===== src/rtl/dco.sv =====
// dco: phase-accumulator digitally controlled oscillator with deferred control update and period measurement
//   clk          : single clock, rising edge
//   rst_n        : asynchronous active-low reset
//   enable       : run enable (0 = IDLE, 1 = RUN)
//   ctrl_word    : frequency control word from the loop filter
//   ctrl_valid   : ctrl_word valid this cycle
//   dco_out      : oscillator output (accumulator MSB)
//   dco_edge     : one-cycle pulse when dco_out first reads 1
//   ctrl_applied : one-cycle pulse when a new increment takes effect
//   period_count : clk cycles between the last two dco_edge pulses
//   period_valid : one-cycle pulse when period_count updates
module dco #(
    parameter int                   WIDTH       = 20,
    parameter int                   ACC_WIDTH   = 24,
    parameter logic [ACC_WIDTH-1:0] CENTER_WORD = 24'h008000,
    parameter int                   GAIN_SHIFT  = 4
) (
    input  logic             clk,
    input  logic             rst_n,
    input  logic             enable,
    input  logic [WIDTH-1:0] ctrl_word,
    input  logic             ctrl_valid,
    output logic             dco_out,
    output logic             dco_edge,
    output logic             ctrl_applied,
    output logic [15:0]      period_count,
    output logic             period_valid
);
    // ARM: running but no edge seen yet, so the first edge only restarts the count
    typedef enum logic [1:0] {IDLE, ARM, RUN} state_t;

    localparam logic [ACC_WIDTH:0] INC_MAX = {2'b00, {(ACC_WIDTH-1){1'b1}}};

    state_t               state, state_next;
    logic [ACC_WIDTH-1:0] acc, inc, acc_sum, inc_next;
    logic [ACC_WIDTH:0]   inc_sum;
    logic [WIDTH-1:0]     pend_word, src_word;
    logic                 pend_flag, rise, edge_now, apply;
    logic [15:0]          cnt, cnt_sat;
    logic [16:0]          cnt_inc;

    assign dco_out = acc[ACC_WIDTH-1];

    always_comb begin
        acc_sum  = acc + inc;
        rise     = acc_sum[ACC_WIDTH-1] & ~acc[ACC_WIDTH-1];
        edge_now = enable & rise;
        // a same-cycle control word bypasses the pending register
        src_word = ctrl_valid ? ctrl_word : pend_word;
        apply    = edge_now & (ctrl_valid | pend_flag);
        inc_sum  = {1'b0, CENTER_WORD} + (ACC_WIDTH+1)'(src_word >> GAIN_SHIFT);
        inc_next = inc_sum > INC_MAX ? INC_MAX[ACC_WIDTH-1:0] : inc_sum[ACC_WIDTH-1:0];
        cnt_inc  = {1'b0, cnt} + 17'd1;
        cnt_sat  = cnt_inc[16] ? 16'hFFFF : cnt_inc[15:0];
        state_next = !enable ? IDLE : (edge_now || state == RUN) ? RUN : ARM;
    end

    always_ff @(posedge clk or negedge rst_n) begin
        if (!rst_n) state <= IDLE;
        else        state <= state_next;
    end

    always_ff @(posedge clk or negedge rst_n) begin
        if (!rst_n) begin
            acc          <= '0;
            inc          <= CENTER_WORD;
            pend_word    <= '0;
            pend_flag    <= 1'b0;
            dco_edge     <= 1'b0;
            ctrl_applied <= 1'b0;
            period_valid <= 1'b0;
            period_count <= '0;
            cnt          <= '0;
        end else begin
            if (apply) begin
                inc       <= inc_next;
                pend_flag <= 1'b0;
            end else if (ctrl_valid) begin
                pend_word <= ctrl_word;
                pend_flag <= 1'b1;
            end
            if (!enable) begin
                acc          <= '0;
                dco_edge     <= 1'b0;
                ctrl_applied <= 1'b0;
                period_valid <= 1'b0;
                cnt          <= '0;
            end else begin
                acc          <= acc_sum;
                dco_edge     <= rise;
                ctrl_applied <= apply;
                period_valid <= rise && state == RUN;
                if (rise && state == RUN) period_count <= cnt_sat;
                // cnt holds the non-edge updates since the last edge; the period includes the edge cycle
                cnt <= rise ? 16'd0 : cnt_sat;
            end
        end
    end
endmodule


===== config.mk =====
export PLATFORM = sky130hd
export DESIGN_NAME = dco
export DESIGN_NICKNAME = d
export VERILOG_FILES = /design/src/rtl/dco.sv
export SDC_FILE = /design/constraint.sdc
export NUM_CORES = 1
export LEC_CHECK = 0
export BUFFER_PORTS_ARGS = -buffer_cell sky130_fd_sc_hd__buf_4
export CORE_ASPECT_RATIO = 0.9
export CORE_MARGIN = 1
export CORE_UTILIZATION = 60
export CTS_BUF_LIST = sky130_fd_sc_hd__clkbuf_8
export CTS_CLUSTER_DIAMETER = 50
export DETAILED_ROUTE_END_ITERATION = 16
export HOLD_SLACK_MARGIN = 0.05
export PLACE_DENSITY = 0.92
export SLEW_MARGIN = 20
export SYNTH_ARGS = -nofsm -noshare
export SYNTH_HDL_FRONTEND = slang
export SYNTH_SLANG_ARGS = --single-unit

===== constraint.sdc =====
create_clock -name clk -period 4.9 [get_ports clk]
set_clock_uncertainty 0.15 [all_clocks]
set_input_delay 0.245 -clock clk [delete_from_list [all_inputs] [get_ports clk]]
set_output_delay 0.245 -clock clk [all_outputs]
set_load 0.005 [all_outputs]

==> impl_results.md, run 1 <==
* Switching Fraction at 0.226
* Share of layout cells above drive strength 1 at 0.156
* Via count at 3465
* Root buf cell: clkbuf_8
* Worst-path clk slew at 0.09 ns
* Req. time, crit path at 5.01 ns
* Die ar. at 8110 sq um
* Worst Hold Class: in2reg
* Met1 wire length at 4.03 mm
* Period utilization at 0.792
* Yosys warnings at 0
* Post-synth EDFFs at 0
* Hold slack at 0.119 ns
* Outcome: complete, no violations
* Initial antenna violation count at 0
* Max-Cap Viols at 0
* Register area share after synthesis at 0.511
* CP Capture Type: register
* Fin nets at 547
* Tot Pwr at 1.51 mW
* H-tree lvl count at 3
* Synthesized net count at 497
* CTS tree: yes
* Initial Util at 0.620
* Tmin final at 3.88 ns
* WL/cell at 15.3 um
* Placed standard-cell area at 5010 sq um
* Average size of a mapped cell at 10.3 sq um
* Slew @ Worst Pin at 0.848 ns
* Worst setup path category: reg2reg
* All-layer global routing usage at 0.257
* FFs w/ async S/R, synth at 1.00
* CTS Hold Bufs at 17
* Fill cells at 475
* Flop pwr share at 0.538
* Hold Vio Cnt, Final at 0
* DRC at 0
* Pins Over Slew Limit at 0
* Die Wd at 94.8 um
* Largest net degree at the start of global routing at 50
* NetSw at 0.342 mW
* Worst-path fanout max at 16
* Highest routing layer actually used: met4
* Final core occ at 0.722
* Largest area contributor in the netlist: dfrtp_1
* Num CTS Buffers at 9
* RSZ-0062 raised after global routing: no
* Core area at 7510 sq um
* Ant diodes at 0
* Clock latency on the worst-skew pair at 0.37 ns
* Post-Route WL at 9.24 mm
* Total negative slack at 0 ns
* Die height at 85.5 um
* Top-count cell post-synth: dfrtp_1
* Final Wtd Congestion at 0.882
* Remaining antenna violation count at 0
* # IOs at 44
* P&R area growth vs syn at 16.4%
* Data arrival time of the critical path at 3.99 ns
* Primary FF master, synth: dfrtp_1
* PwrDens at 279 nW/um^2
* Leakage at 2.70 nW
* Worst vdd ir at 203 uV
* Cell Rows at 30
* Synth top cells by count: dfrtp_1, nor2_1, nand2_1
* Cells after Synth at 453
* Maximum clock frequency at 258 MHz
* Met2 wire length at 4.63 mm
* Final instance area at 5420 sq um
* Synth unique cells at 42
* Internal Power at 1.17 mW
* DRT Pass-1 Iters at 4
* Vias in the first global route at 3495
* Starting DRC count in detailed routing at 208
* Setup-failing EPs final at 0
* Slew margin rel. at 0.434
* First-pass GRT wire length at 16.0 mm
* Synthesized area at 4650 sq um
* Yosys top cell area share at 0.506
* Logic pwr share at 0.063
* Post-CTS Setup Bufs at 0
* CTS max path bufs at 2
* CP Launch Type: register
* Number of clock sinks at 95
* Met3 routed WL at 392 um
* # resized after CTS at 0
* Clock power share at 0.399
* Leading post-synthesis cells by cell area: dfrtp_1, ha_1, mux2i_1
* Number of port buffers at 39
* GRT overflow at 0
* Yosys reg bits at 95
* Via density per instance at 5.74
* Detailed placement HPWL at 5.89 mm
## critical path, cell delays in order (launching register included)
cell,delay (ns)
dfrtp_1,0.42
ha_1,0.32
a211o_1,0.27
a21oi_1,0.31
a211oi_1,0.16
o21ai_0,0.38
and2_1,0.23
nor3_1,0.06
ha_1,0.22
nand2_1,0.13
and2_1,0.70
mux2_2,0.42
## per-stage QoR
stage	instances	setup slack (ns)
after floorplan	453	1.61
after CTS	604	1.09
after detailed placement	571	1.12
after global routing	604	0.822
after global placement	571	1.18
final	604	1.02
## cell type report
| cell class | count | area, sq um | share of cell area |
|---|---|---|---|
| sequential | 95 | 2380 | 0.439 |
| multi-input combinational | 332 | 2170 | 0.401 |
| timing repair buffer | 59 | 485 | 0.0896 |
| clock buffer | 11 | 151 | 0.0280 |
| tap | 96 | 120 | 0.0222 |
| clock inverter | 5 | 86.3 | 0.0159 |
| inverter | 6 | 22.5 | 0.00416 |
## cells by family after synthesis
| kind of cell | count (synthesis) | synth area share |
|---|---|---|
| flops | 95 | 0.511 |
| simple gates | 157 | 0.160 |
| fa+ha+maj | 20 | 0.0554 |
| buf+inv | 26 | 0.0223 |
| xor+xnor | 25 | 0.0471 |
| compound gates | 91 | 0.115 |
| mux | 39 | 0.0885 |
## flip-flops by register name, indices dropped and copies added, names as in the netlist
name,count
cnt,16
period_count,16
dco_edge,1
acc,24
inc,17
pend_word,16
ctrl_applied,1
state,2
pend_flag,1
period_valid,1
## power groups by stage
stage | clock [mW] | sequential (mW) | combinational, mW
6_report | 0.601 | 0.812 | 0.0952
3_5_place_dp | 0 | 0.827 | 0.0847
3_3_place_gp | 0 | 0.825 | 0.0817
5_1_grt | 0.634 | 0.814 | 0.106
4_1_cts | 0.607 | 0.812 | 0.0959
2_1_floorplan | 0 | 0.824 | 0.0489
## worst paths after layout
kind	startpoint	slack, ns	depth (start not counted)	endpoint
max in group asynchronous	rst_n	3.32	3	acc[6]
worst min register to register	period_count[15]	0.33	2	period_count[15]
worst min-delay path	enable	0.12	2	state[1]
worst max-delay path	acc[1]	1.02	11	pend_word[18]
min in group asynchronous	rst_n	0.26	2	period_count[14]
worst max register to register	acc[1]	1.02	11	pend_word[18]
## per-layer routing
metal / global-route usage / vias to the layer above
met3: 0.0585 / 20
met5: 0 / -
li1: - / 1670
met1: 0.336 / 1693
met4: 0.0923 / 0
met2: 0.423 / 82
## placed cells by master, fill, tap and decap left out, drive strengths merged, types with 8 or more instances in the layout
cell,count
mux2i,22
nand2b,9
nand3,9
a21oi,36
o21ai,30
nor2,56
and2,20
buf,42
dfrtp,94
and3,9
xor2,9
ha,19
mux2,17
clkbuf,11
inv,8
nand2,38
xnor2,16
dlygate4sd3,17
(Power assumes the default switching activity.)
==> inputs of run 2 (changes only) <==
clock period = 3.6 ns   (was 4.9 ns; I/O delays follow)
==> impl_results.md, run 2 (synthesis results as in run 1) <==
* Outcome: complete, no violations
* H-tree lvl count at 3 (unchanged)
* Initial Util at 0.620 (unchanged)
* Logic pwr share at 0.066 (+0.003)
* DRC at 0 (unchanged)
* Biggest regs: acc x24, inc x17
* Internal Power at 1.55 mW (+33%)
* Die Wd at 94.8 um (unchanged)
* Cell Rows at 30 (unchanged)
* Fin nets at 550 (+0.55%)
* Number of port buffers at 39 (unchanged)
* GRT overflow at 0 (unchanged)
* Gr busiest metal: met2
* Largest net degree at the start of global routing at 71 (+42%)
* P&R area growth vs syn at 17.1%
* Req. time, crit path at 3.70 ns (-1.31 ns)
* CP Capture Type: register
* Pre-CTS setup slack at 0.260 ns (-0.856 ns)
* Period utilization at 0.913 (+0.121)
* Total negative slack at 0 ns (unchanged)
* Die ar. at 8110 sq um (unchanged)
* Slew margin rel. at 0.429 (-0.00502)
* Final Wtd Congestion at 0.905 (+2.6%)
* Clock latency on the worst-skew pair at 0.38 ns (about the same)
* CTS tree: yes
* # IOs at 44 (unchanged)
* Post-Route WL at 9.47 mm (+2.5%)
* Tot Pwr at 2.03 mW (+34%)
* Data arrival time of the critical path at 3.39 ns (-0.60 ns)
* PwrDens at 372 nW/um^2 (+34%)
* GR Util met1 at 0.330 (-0.00598)
* Worst-path clk slew at 0.09 ns (about the same)
* Remaining antenna violation count at 0 (unchanged)
* CP Launch Type: register
* Worst vdd ir at 284 uV (+40%)
* Grt met3 use at 0.0647 (+0.00621)
* Number of clock sinks at 95 (unchanged)
* Share of layout cells above drive strength 1 at 0.159 (+0.00331)
* Max-Cap Viols at 0 (unchanged)
* NetSw at 0.477 mW (+40%)
* Most frequent cells in the layout: dfrtp_1, nor2_1, buf_4
* Root buf cell: clkbuf_8
* Worst-path fanout max at 16 (unchanged)
* Vias in the first global route at 3571 (+2.2%)
* Placed standard-cell area at 5050 sq um (+0.80%)
* Setup-failing EPs final at 0 (unchanged)
* RSZ-0062 raised after global routing: no
* CTS max path bufs at 2 (unchanged)
* Via density per instance at 5.69 (-0.76%)
* First-pass GRT wire length at 16.4 mm (+2.8%)
* Post-CTS Setup Bufs at 0 (unchanged)
* Flop pwr share at 0.546 (+0.008)
* Worst setup path category: reg2reg
* Final instance area at 5450 sq um (+0.60%)
* Largest register by flop count: acc
* All-layer global routing usage at 0.261 (+0.00405)
* Core area at 7510 sq um (unchanged)
* Slew @ Worst Pin at 0.856 ns (+0.00753 ns)
* Die height at 85.5 um (unchanged)
* Fin cells at 606 (+0.33%)
* Leakage at 2.71 nW (+0.39%)
* Grt met2 use at 0.450 (+0.0268)
* Num CTS Buffers at 9 (unchanged)
* WL/cell at 15.6 um (+2.1%)
* Max reg flops at 24 (unchanged)
* Hold Vio Cnt, Final at 0 (unchanged)
* Clock power share at 0.388 (-0.011)
* Worst Hold Class: in2reg
* Initial antenna violation count at 0 (unchanged)
* Tmin final at 3.29 ns (-0.594 ns)
* DRT Pass-1 Iters at 4 (unchanged)
* Ant diodes at 0 (unchanged)
* Starting DRC count in detailed routing at 158 (-24%)
* Leading cell type in the layout, fill and taps excluded: dfrtp_1
* Pins Over Slew Limit at 0 (unchanged)
* Detailed placement HPWL at 6.24 mm (+5.9%)
* Maximum clock frequency at 304 MHz (+18%)
* Final setup margin at 0.312 ns (-0.706 ns)
* Switching Fraction at 0.235 (+0.00892)
* Via count at 3450 (-0.43%)
* Placed cells at 573 (+0.35%)
run 2: what timing repair did:
action,CTS,global route
gates resized for setup,0,2
hold buffers,18,0
endpoints found under the setup margin,0,21
hold endpoints to repair,101,0
run 2: cell type report:
cell class	instances	area [sq um]
Sequential cell	95	2380
Timing Repair Buffer	62	536
Tap cell	96	120
Fill cell	528	2060
Clock buffer	9	124
Multi-Input combinational cell	332	2180
Clock inverter	6	91.3
Inverter	6	22.5
run 2: per-layer routing:
| metal | up-vias | wire length, um | share of wire |
|---|---|---|---|
| met2 | 82 | 4820 | 0.51 |
| met3 | 16 | 379 | 0.040 |
| met1 | 1678 | 4130 | 0.44 |
| met4 | 0 | 137 | 0.014 |
| li1 | 1674 | - | - |
| met5 | - | 0 | 0 |
run 2: per-stage QoR:
stage / utilization / hold WS, ns
final: 0.726 / 0.157
after global routing: 0.726 / 0.161
after CTS: 0.725 / 0.142
after detailed placement: 0.673 / 0.189
after global placement: 0.673 / 0.179
after floorplan: - / -0.266
run 2: power by group through the flow:
stage	registers, mW	clock network (mW)	logic, mW
final	1.11	0.786	0.134
after global routing	1.11	0.829	0.149
after CTS	1.10	0.790	0.134
after detailed placement	1.13	0	0.118
after global placement	1.12	0	0.113
after floorplan	1.12	0	0.0666
run 2: worst paths after layout:
kind                                 start          endpoint  slack, ns  cells after the start
setup / recovery                    acc[1]     pend_word[15]       0.31                     12
hold / removal                  ctrl_valid            inc[4]       0.16                      3
setup reg to reg                    acc[1]     pend_word[15]       0.31                     12
hold reg to reg            period_count[4]   period_count[4]       0.34                      2
max in group asynchronous            rst_n           acc[17]       2.12                      3
min in group asynchronous            rst_n  period_count[14]       0.29                      2
run 2: critical path: stages, from the launching register on:
cell and delay (ns):
dfrtp_1 0.42, ha_1 0.31, a211o_1 0.26, a21oi_1 0.34, a211oi_2 0.14, o21ai_1 0.25
and2_1 0.20, nor3_1 0.07, ha_1 0.21, nand2_1 0.13, and2_1 0.19, buf_12 0.16
mux2_2 0.35
==> inputs of run 3 (changes only) <==
==> constraint.sdc (replaced) <==
create_clock -name clk -period 3.6 [get_ports clk]
set_clock_uncertainty 0.15 [all_clocks]
set_input_delay 0.72 -clock clk [delete_from_list [all_inputs] [get_ports clk]]
set_output_delay 0.72 -clock clk [all_outputs]
set_load 0.005 [all_outputs]
==> impl_results.md, run 3 (synthesis results as in run 1) <==
* Via density per instance at 5.83 (+2.3%)
* PwrDens at 371 nW/um^2 (-0.38%)
* Worst Hold Class: in2async
* Biggest regs: acc x24, inc x17
* CTS max path bufs at 2 (unchanged)
* Max-Cap Viols at 0 (unchanged)
* Via count at 3431 (-0.55%)
* Total negative slack at 0 ns (unchanged)
* GRT overflow at 0 (unchanged)
* Req. time, crit path at 3.70 ns (about the same)
* Clock latency on the worst-skew pair at 0.38 ns (about the same)
* Post-CTS Setup Bufs at 0 (unchanged)
* Worst vdd ir at 355 uV (+25%)
* P&R area growth vs syn at 13.2%
* Tmin final at 3.29 ns (+0.00178 ns)
* Die ar. at 8110 sq um (unchanged)
* All-layer global routing usage at 0.253 (-0.00790)
* Vias in the first global route at 3331 (-6.7%)
* Worst setup path category: reg2reg
* # IOs at 44 (unchanged)
* Hold Vio Cnt, Final at 0 (unchanged)
* CTS tree: yes
* Number of port buffers at 39 (unchanged)
* CP Capture Type: register
* Placed cells at 573 (unchanged)
* DRT Pass-1 Iters at 4 (unchanged)
* Ant diodes at 0 (unchanged)
* Slew @ Worst Pin at 0.698 ns (-0.158 ns)
* Final Wtd Congestion at 0.895 (-1.1%)
* Final instance area at 5270 sq um (-3.4%)
* Maximum clock frequency at 304 MHz (about the same)
* Pre-CTS setup slack at 0.154 ns (-0.105 ns)
* Placed standard-cell area at 5060 sq um (+0.25%)
* Initial Util at 0.620 (unchanged)
* First-pass GRT wire length at 15.6 mm (-4.8%)
* Remaining antenna violation count at 0 (unchanged)
* Largest net degree at the start of global routing at 52 (-27%)
* Tot Pwr at 1.95 mW (-3.7%)
* Die Wd at 94.8 um (unchanged)
* Initial antenna violation count at 0 (unchanged)
* Outcome: complete, no violations
* Worst-path fanout max at 16 (unchanged)
* Data arrival time of the critical path at 3.39 ns (about the same)
* # resized after CTS at 0 (unchanged)
* DRC at 0 (unchanged)
* Starting DRC count in detailed routing at 160 (+1.3%)
* Largest register by flop count: acc
* Detailed placement HPWL at 6.29 mm (+0.91%)
* Root buf cell: clkbuf_8
* Period utilization at 0.914 (about the same)
* CTS Hold Bufs at 0 (-18)
* Slew margin rel. at 0.535 (+0.106)
* Fin cells at 589 (-2.8%)
* Max reg flops at 24 (unchanged)
* Share of layout cells above drive strength 1 at 0.166 (+0.00751)
* Fin nets at 532 (-3.3%)
* Setup-failing EPs final at 0 (unchanged)
* Number of clock sinks at 95 (unchanged)
* Die height at 85.5 um (unchanged)
* CP Launch Type: register
* Most frequent cells in the layout: dfrtp_1, nor2_1, buf_4
* Leakage at 2.63 nW (-2.9%)
* RSZ-0062 raised after global routing: no
* H-tree lvl count at 3 (unchanged)
* Num CTS Buffers at 9 (unchanged)
* WL/cell at 15.4 um (-1.7%)
* Worst-path clk slew at 0.10 ns (about the same)
* Post-Route WL at 9.05 mm (-4.4%)
* Leading cell type in the layout, fill and taps excluded: dfrtp_1
* Core area at 7510 sq um (unchanged)
* Cell Rows at 30 (unchanged)
* Final setup margin at 0.310 ns (-0.00178 ns)
* Pins Over Slew Limit at 0 (unchanged)
run 3: metrics by stage:
step                utilization  hold slack (ns)
floorplan                     -            0.274
global placement          0.674            0.312
detailed placement        0.674            0.322
CTS                       0.701            0.244
global route              0.702            0.262
finish                    0.702            0.202
run 3: worst max-delay path, stage by stage, from the launching register on:
cell and delay [ns]:
dfrtp_1 0.42, ha_1 0.33, a211o_1 0.29, a21oi_2 0.24, a211oi_1 0.14, o21ai_1 0.26, and2_1 0.22, nor3_1 0.07
ha_1 0.21, nand2_1 0.13, and2_1 0.19, buf_12 0.16, mux2_2 0.35
run 3: worst paths after layout:
check | depth (start not counted) | endpoint | slack [ns] | start
setup / recovery | 12 | pend_word[18] | 0.31 | acc[1]
hold / removal | 1 | period_count[14] | 0.20 | rst_n
setup reg to reg | 12 | pend_word[18] | 0.31 | acc[1]
hold reg to reg | 2 | period_count[5] | 0.34 | period_count[5]
max in group asynchronous | 2 | inc[13] | 2.40 | rst_n
min in group clk | 2 | period_count[5] | 0.34 | period_count[5]
run 3: metal layers:
| metal | vias up | global-route usage | part of all wire |
|---|---|---|---|
| met1 | 1680 | 0.343 | 0.45 |
| li1 | 1637 | - | - |
| met3 | 18 | 0.0567 | 0.041 |
| met2 | 96 | 0.403 | 0.49 |
| met4 | 0 | 0.0909 | 0.019 |
| met5 | - | 0 | 0 |
run 3: cell type report:
type,instances,area [sq um]
fill,513,2240
inverter,6,22.5
tap,96,120
timing repair buffer,44,368
sequential,95,2380
multi-input combinational,332,2180
clock inverter,7,77.6
clock buffer,9,124
run 3: where the power goes:
part / internal, mW / switching [mW] / total [mW]
sequential: 1.09 / 0.0146 / 1.10
combinational: 0.0545 / 0.0655 / 0.120
clock: 0.330 / 0.397 / 0.727
total: 1.47 / 0.477 / 1.95
